===== config.mk =====
export PLATFORM = sky130hd
export DESIGN_NAME = fir_mac_sequencer
export DESIGN_NICKNAME = d
export VERILOG_FILES = /design/src/rtl/fir_pkg.sv /design/src/rtl/fir_tap_counter.sv /design/src/rtl/fir_mac_sequencer.sv
export SDC_FILE = /design/constraint.sdc
export NUM_CORES = 1
export LEC_CHECK = 0
export BUFFER_PORTS_ARGS = -buffer_cell sky130_fd_sc_hd__buf_2
export CORE_ASPECT_RATIO = 0.75
export CORE_UTILIZATION = 40
export DETAILED_ROUTE_END_ITERATION = 10
export GPL_TIMING_DRIVEN = 0
export HOLD_SLACK_MARGIN = 0.02
export PLACE_DENSITY = 0.69
export SLEW_MARGIN = 20
export SYNTH_ARGS = -nofsm -noshare
export SYNTH_HDL_FRONTEND = slang
export SYNTH_SLANG_ARGS = --single-unit
export TNS_END_PERCENT = 30

===== constraint.sdc =====
create_clock -name clk -period 2.4 [get_ports clk]
set_clock_uncertainty 0.2 [all_clocks]
set_input_delay 0.24 -clock clk [delete_from_list [all_inputs] [get_ports clk]]
set_output_delay 0.24 -clock clk [all_outputs]
set_load 0.1 [all_outputs]

===== src/rtl/fir_pkg.sv =====
// Shared types and defaults for the FIR MAC sequencer slice.
package fir_pkg;

  localparam int NUM_TAPS_DEF = 16;
  localparam int ADDR_W_DEF   = 4;

  typedef enum logic [1:0] {
    IDLE = 2'd0,
    LOAD = 2'd1,
    MAC  = 2'd2,
    DONE = 2'd3
  } fir_state_e;

endpackage


===== src/rtl/fir_tap_counter.sv =====
// Tap index counter for the MAC phase. It exposes its next value so the owner
// can decode registered outputs one cycle ahead.
module fir_tap_counter
  import fir_pkg::*;
#(
  parameter int NUM_TAPS = NUM_TAPS_DEF,
  parameter int ADDR_W   = ADDR_W_DEF
) (
  input  logic              clk,
  input  logic              reset,
  input  logic              clr,
  input  logic              en,
  output logic [ADDR_W-1:0] count,
  output logic [ADDR_W-1:0] count_nxt,
  output logic              last
);

  logic [ADDR_W-1:0] count_r;
  logic [ADDR_W-1:0] count_nxt_s;

  // Next count: clear has priority over enable.
  always_comb begin
    count_nxt_s = count_r;
    if (clr) begin
      count_nxt_s = {ADDR_W{1'b0}};
    end else if (en) begin
      count_nxt_s = count_r + ADDR_W'(1'b1);
    end else begin
      count_nxt_s = count_r;
    end
  end

  // Count register.
  always_ff @(posedge clk or posedge reset) begin
    if (reset) begin
      count_r <= {ADDR_W{1'b0}};
    end else begin
      count_r <= count_nxt_s;
    end
  end

  assign count     = count_r;
  assign count_nxt = count_nxt_s;
  assign last      = (count_r == ADDR_W'(NUM_TAPS - 1));

endmodule


===== src/rtl/fir_mac_sequencer.sv =====
// Sample-driven control FSM for a time-multiplexed FIR MAC datapath.
// Optional FIR_OUT_HOLD_EN adds out_ready back-pressure on the finished word.
module fir_mac_sequencer
  import fir_pkg::*;
#(
  parameter int NUM_TAPS = NUM_TAPS_DEF,
  parameter int ADDR_W   = ADDR_W_DEF
) (
  input  logic              clk,
  input  logic              reset,
  input  logic              sample_valid,
`ifdef FIR_OUT_HOLD_EN
  input  logic              out_ready,
`endif
  output logic              sample_ready,
  output logic              wr_en,
  output logic [ADDR_W-1:0] wr_addr,
  output logic [ADDR_W-1:0] smp_addr,
  output logic [ADDR_W-1:0] coef_addr,
  output logic              acc_clr,
  output logic              acc_en,
  output logic              out_valid,
  output logic              busy
);

  fir_state_e        state_r, state_nxt_s;
  logic [ADDR_W-1:0] wr_ptr_r, wr_ptr_nxt_s;
  logic [ADDR_W-1:0] tap_s, tap_nxt_s;
  logic              tap_last_s;

  logic              sample_ready_s, wr_en_s, acc_clr_s, acc_en_s, out_valid_s, busy_s;
  logic [ADDR_W-1:0] wr_addr_s, smp_addr_s, coef_addr_s;

  fir_tap_counter #(
    .NUM_TAPS (NUM_TAPS),
    .ADDR_W   (ADDR_W)
  ) u_tap (
    .clk       (clk),
    .reset     (reset),
    .clr       (state_r == LOAD),
    .en        (state_r == MAC),
    .count     (tap_s),
    .count_nxt (tap_nxt_s),
    .last      (tap_last_s)
  );

  // Next-state and write-pointer logic.
  always_comb begin
    state_nxt_s  = state_r;
    wr_ptr_nxt_s = wr_ptr_r;
    case (state_r)
      IDLE: begin
        if (sample_valid) state_nxt_s = LOAD;
        else              state_nxt_s = IDLE;
      end
      LOAD: state_nxt_s = MAC;
      MAC: begin
        if (tap_last_s) state_nxt_s = DONE;
        else            state_nxt_s = MAC;
      end
      DONE: begin
`ifdef FIR_OUT_HOLD_EN
        if (out_ready) begin
          state_nxt_s  = IDLE;
          wr_ptr_nxt_s = wr_ptr_r + ADDR_W'(1'b1);
        end else begin
          state_nxt_s  = DONE;
        end
`else
        state_nxt_s  = IDLE;
        wr_ptr_nxt_s = wr_ptr_r + ADDR_W'(1'b1);
`endif
      end
      default: state_nxt_s = IDLE;
    endcase
  end

  // Output decode from next-cycle state so the outputs themselves are registers.
  always_comb begin
    sample_ready_s = (state_nxt_s == IDLE);
    busy_s         = (state_nxt_s != IDLE);
    wr_en_s        = (state_nxt_s == LOAD);
    acc_en_s       = (state_nxt_s == MAC);
    out_valid_s    = (state_nxt_s == DONE);
    acc_clr_s      = 1'b0;
    wr_addr_s      = {ADDR_W{1'b0}};
    smp_addr_s     = {ADDR_W{1'b0}};
    coef_addr_s    = {ADDR_W{1'b0}};
    if (state_nxt_s == LOAD) begin
      wr_addr_s = wr_ptr_nxt_s;
    end else begin
      wr_addr_s = {ADDR_W{1'b0}};
    end
    if (state_nxt_s == MAC) begin
      coef_addr_s = tap_nxt_s;
      smp_addr_s  = wr_ptr_nxt_s - tap_nxt_s;
      acc_clr_s   = (tap_nxt_s == {ADDR_W{1'b0}});
    end else begin
      coef_addr_s = {ADDR_W{1'b0}};
      smp_addr_s  = {ADDR_W{1'b0}};
      acc_clr_s   = 1'b0;
    end
  end

  // State, pointer and output registers.
  always_ff @(posedge clk or posedge reset) begin
    if (reset) begin
      state_r      <= IDLE;
      wr_ptr_r     <= {ADDR_W{1'b0}};
      sample_ready <= 1'b1;
      busy         <= 1'b0;
      wr_en        <= 1'b0;
      acc_en       <= 1'b0;
      acc_clr      <= 1'b0;
      out_valid    <= 1'b0;
      wr_addr      <= {ADDR_W{1'b0}};
      smp_addr     <= {ADDR_W{1'b0}};
      coef_addr    <= {ADDR_W{1'b0}};
    end else begin
      state_r      <= state_nxt_s;
      wr_ptr_r     <= wr_ptr_nxt_s;
      sample_ready <= sample_ready_s;
      busy         <= busy_s;
      wr_en        <= wr_en_s;
      acc_en       <= acc_en_s;
      acc_clr      <= acc_clr_s;
      out_valid    <= out_valid_s;
      wr_addr      <= wr_addr_s;
      smp_addr     <= smp_addr_s;
      coef_addr    <= coef_addr_s;
    end
  end

endmodule


==> key figures <==
Status
  – Run status: complete, no violations

Layout
  – Layout area overhead: 24.2%
  – # diodes: 0
  – Share of cells above drive strength 1: 0.300
  – Final core occ: 0.536
  – Post-route insts no fill: about 160
  – Design Area, Final: 1430 µm²
  – Fillers: 244
  – # nets final: ~130

Timing
  – Unrepaired setup endpoints after global routing: no
  – Crit path setup slack, layout: roughly 0.11 ns
  – Fmax: approximately 440 MHz
  – Slew Limit Fails: 0
  – Tmin final: 2.29 ns
  – Crit share post-route: 0.956
  – Final Setup Violations: 0
  – Final hold viol count: 0
  – Worst slew pin tran: approximately 0.56 ns
  – Max transition margin: 0.627

Yosys
  – Synth Register Bits: 28
  – Mapped Nets: 107
  – Top cells by area, synth: dfrtp_1, ha_1, inv_1
  – Cell variety after synth: 22
  – Yosys warnings: 0
  – Post-synthesis cell area: approximately 1100 µm²
  – Seq/Total Area, Yosys: 0.611
  – Syn Area/Cell: 12.2 µm²
  – Cells after synthesis: 94
  – Post-synth top area cell: dfrtp_1
  – Share of the synthesized area in the top cell type: 0.588

Placed design
  – IO buf count: 20
  – Placed Cells: 150
  – Worst slack at placement: -0.0531 ns
  – Cell Area, Placed: 1290 µm²
  – Gp weighted congestion: 0.726
  – DPL Wire Length: 1.34 mm

Clock tree
  – Reg clk slew, reported paths: 0.09 ns
  – Root buffer selected by CTS: clkbuf_8
  – CTS tree: yes
  – Max Root-Sink Buffers: 2
  – Clk Latency, worst-skew pair: 0.27 ns
  – CTS buffer count: 3
  – Htree depth: 1
  – CTS Sinks: 28

Run
  – MaxCap Viol Count: 0

Critical path
  – CP Class: register to register
  – FF-to-FF path depth: 8
  – Flop-to-flop setup slack: 0.11 ns
  – Crit end category: register
  – Worst path arrival time: 2.30 ns
  – Critical Path Fanout Max: 4
  – Worst r2r src: u_tap.count[0]
  – R2R Path End: smp_addr[3]
  – Required time worst endpoint: between 2 and 2.5 ns
  – Worst Setup Start Kind: register

Detailed routing
  – Post-route ant nets: 0
  – Initial DRC Count: 14
  – Via-per-instance ratio: 4.44
  – Total Wirelength: 1.83 mm
  – Vias: 693
  – Residual DRC: 0
  – DR pass1 iterations: 2
  – Routed length per placed instance: 11.7 µm

Global routing
  – GRT Total Usage: 0.140
  – Vias in the first global route: 729
  – Initial antenna violation count: 0
  – Largest net degree at the start of global routing: 29
  – Total gr overflow: 0
  – First-pass GRT wire length: 3.10 mm

Floorplan
  – IO Pins: 21
  – Core Area: 2660 µm²
  – Die Height: 48.4 µm
  – Row cnt: 16
  – DIE AREA: 3090 µm²
  – Initial core utilization: 0.431
  – Die width: 63.9 µm

Worst hold path
  – Hold Crit Endpoint: state_r[0]
  – Hold Path Class: input port to register
  – Worst Hold Depth: 3
  – Hold Path Origin: sample_valid
-- per-layer routing --
layer | track usage | vias to the layer above | part of all wire
met4 | 0.0568 | 0 | 0.0098
met2 | 0.232 | 19 | 0.47
met1 | 0.169 | 331 | 0.47
met5 | 0 | - | 0
li1 | - | 341 | -
met3 | 0.0425 | 2 | 0.048
-- Yosys cell counts, drive strengths merged --
master  count
xor2        5
dfstp       1
nand3       1
ha          9
nor3        2
nand2b      2
xnor3       1
nor2       11
dfrtp      27
inv        15
fa          1
nor2b       1
nand2       4
xnor2       2
a21oi       2
and2        1
mux2i       2
a21o        1
or2         4
nand4       2
-- sequential cells by signal (all words and copies together) (netlist names) --
signal,cells
acc_en,1
state_r,2
u_tap.count,4
wr_ptr_r,4
out_valid,1
smp_addr,4
coef_addr,4
busy,1
acc_clr,1
wr_addr,4
wr_en,1
sample_ready,1
-- worst max path at each step --
stage                   startpoint          end  slack [ns]  depth (start not counted)
floorplan               state_r[0]  smp_addr[3]        0.18                          9
global placement        state_r[0]  smp_addr[3]        0.04                          9
detailed placement      state_r[0]  smp_addr[3]       -0.05                          9
CTS                     state_r[0]  smp_addr[3]       0.002                          9
global route        u_tap.count[0]  smp_addr[3]       0.002                          8
finish              u_tap.count[0]  smp_addr[3]        0.11                          8
-- metrics by stage --
stage / hold WS, ns / setup TNS [ns]
3_5_place_dp: 0.332 / -0.0531
6_report: 0.0539 / 0
4_1_cts: 0.0352 / 0
3_3_place_gp: 0.308 / 0
2_1_floorplan: 0.105 / 0
5_1_grt: 0.0633 / 0
-- worst max-delay path, stage by stage (launching register included) --
cell	delay (ns)
dfrtp_1	0.42
ha_1	0.29
mux2i_1	0.05
or2_2	0.33
ha_1	0.31
a21o_1	0.17
a21oi_2	0.14
xnor3_1	0.23
nor2_1	0.09
-- cell type report --
| class | instances | area, µm² | area share |
|---|---|---|---|
| Clock buffer | 3 | 41.3 | 0.0289 |
| Tap cell | 36 | 45.0 | 0.0316 |
| Inverter | 15 | 56.3 | 0.0395 |
| Clock inverter | 1 | 30.0 | 0.0211 |
| Timing Repair Buffer | 22 | 118 | 0.0825 |
| Sequential cell | 28 | 702 | 0.492 |
| Multi-Input combinational cell | 51 | 434 | 0.304 |
-- layout by cell type (no fill, tap or decap), types with 2 or more instances in the layout --
| cell type | count |
|---|---|
| buf_2 | 20 |
| clkbuf_8 | 3 |
| dfrtp_1 | 27 |
| ha_1 | 6 |
| ha_4 | 2 |
| inv_1 | 13 |
| inv_2 | 2 |
| nand2_1 | 4 |
| nand2b_1 | 2 |
| nand4_1 | 2 |
| nor2_1 | 11 |
| nor3_1 | 2 |
| or2_2 | 2 |
| xnor2_1 | 2 |
| xor2_1 | 5 |
-- logic make-up after synthesis --
family | Yosys count | share of synthesized area
flip-flops | 28 | 0.611
adder cells (fa/ha/maj) | 10 | 0.115
AND/OR/NAND/NOR | 28 | 0.119
AO/OA/AOI/OAI | 3 | 0.0153
buffers and inverters | 15 | 0.0490
multiplexers | 2 | 0.0174
XOR/XNOR | 8 | 0.0730
-- timing repair --
action                                  in CTS  in global routing
gates resized for setup                      2                  6
hold buffers                                 0                  1
endpoints found under the setup margin       1                  1
hold endpoints to repair                     0                 27
buffers inserted                             0                  1
Power is not shown: default switching activity piles up to over one toggle a cycle in this logic, so the estimate is an artifact.
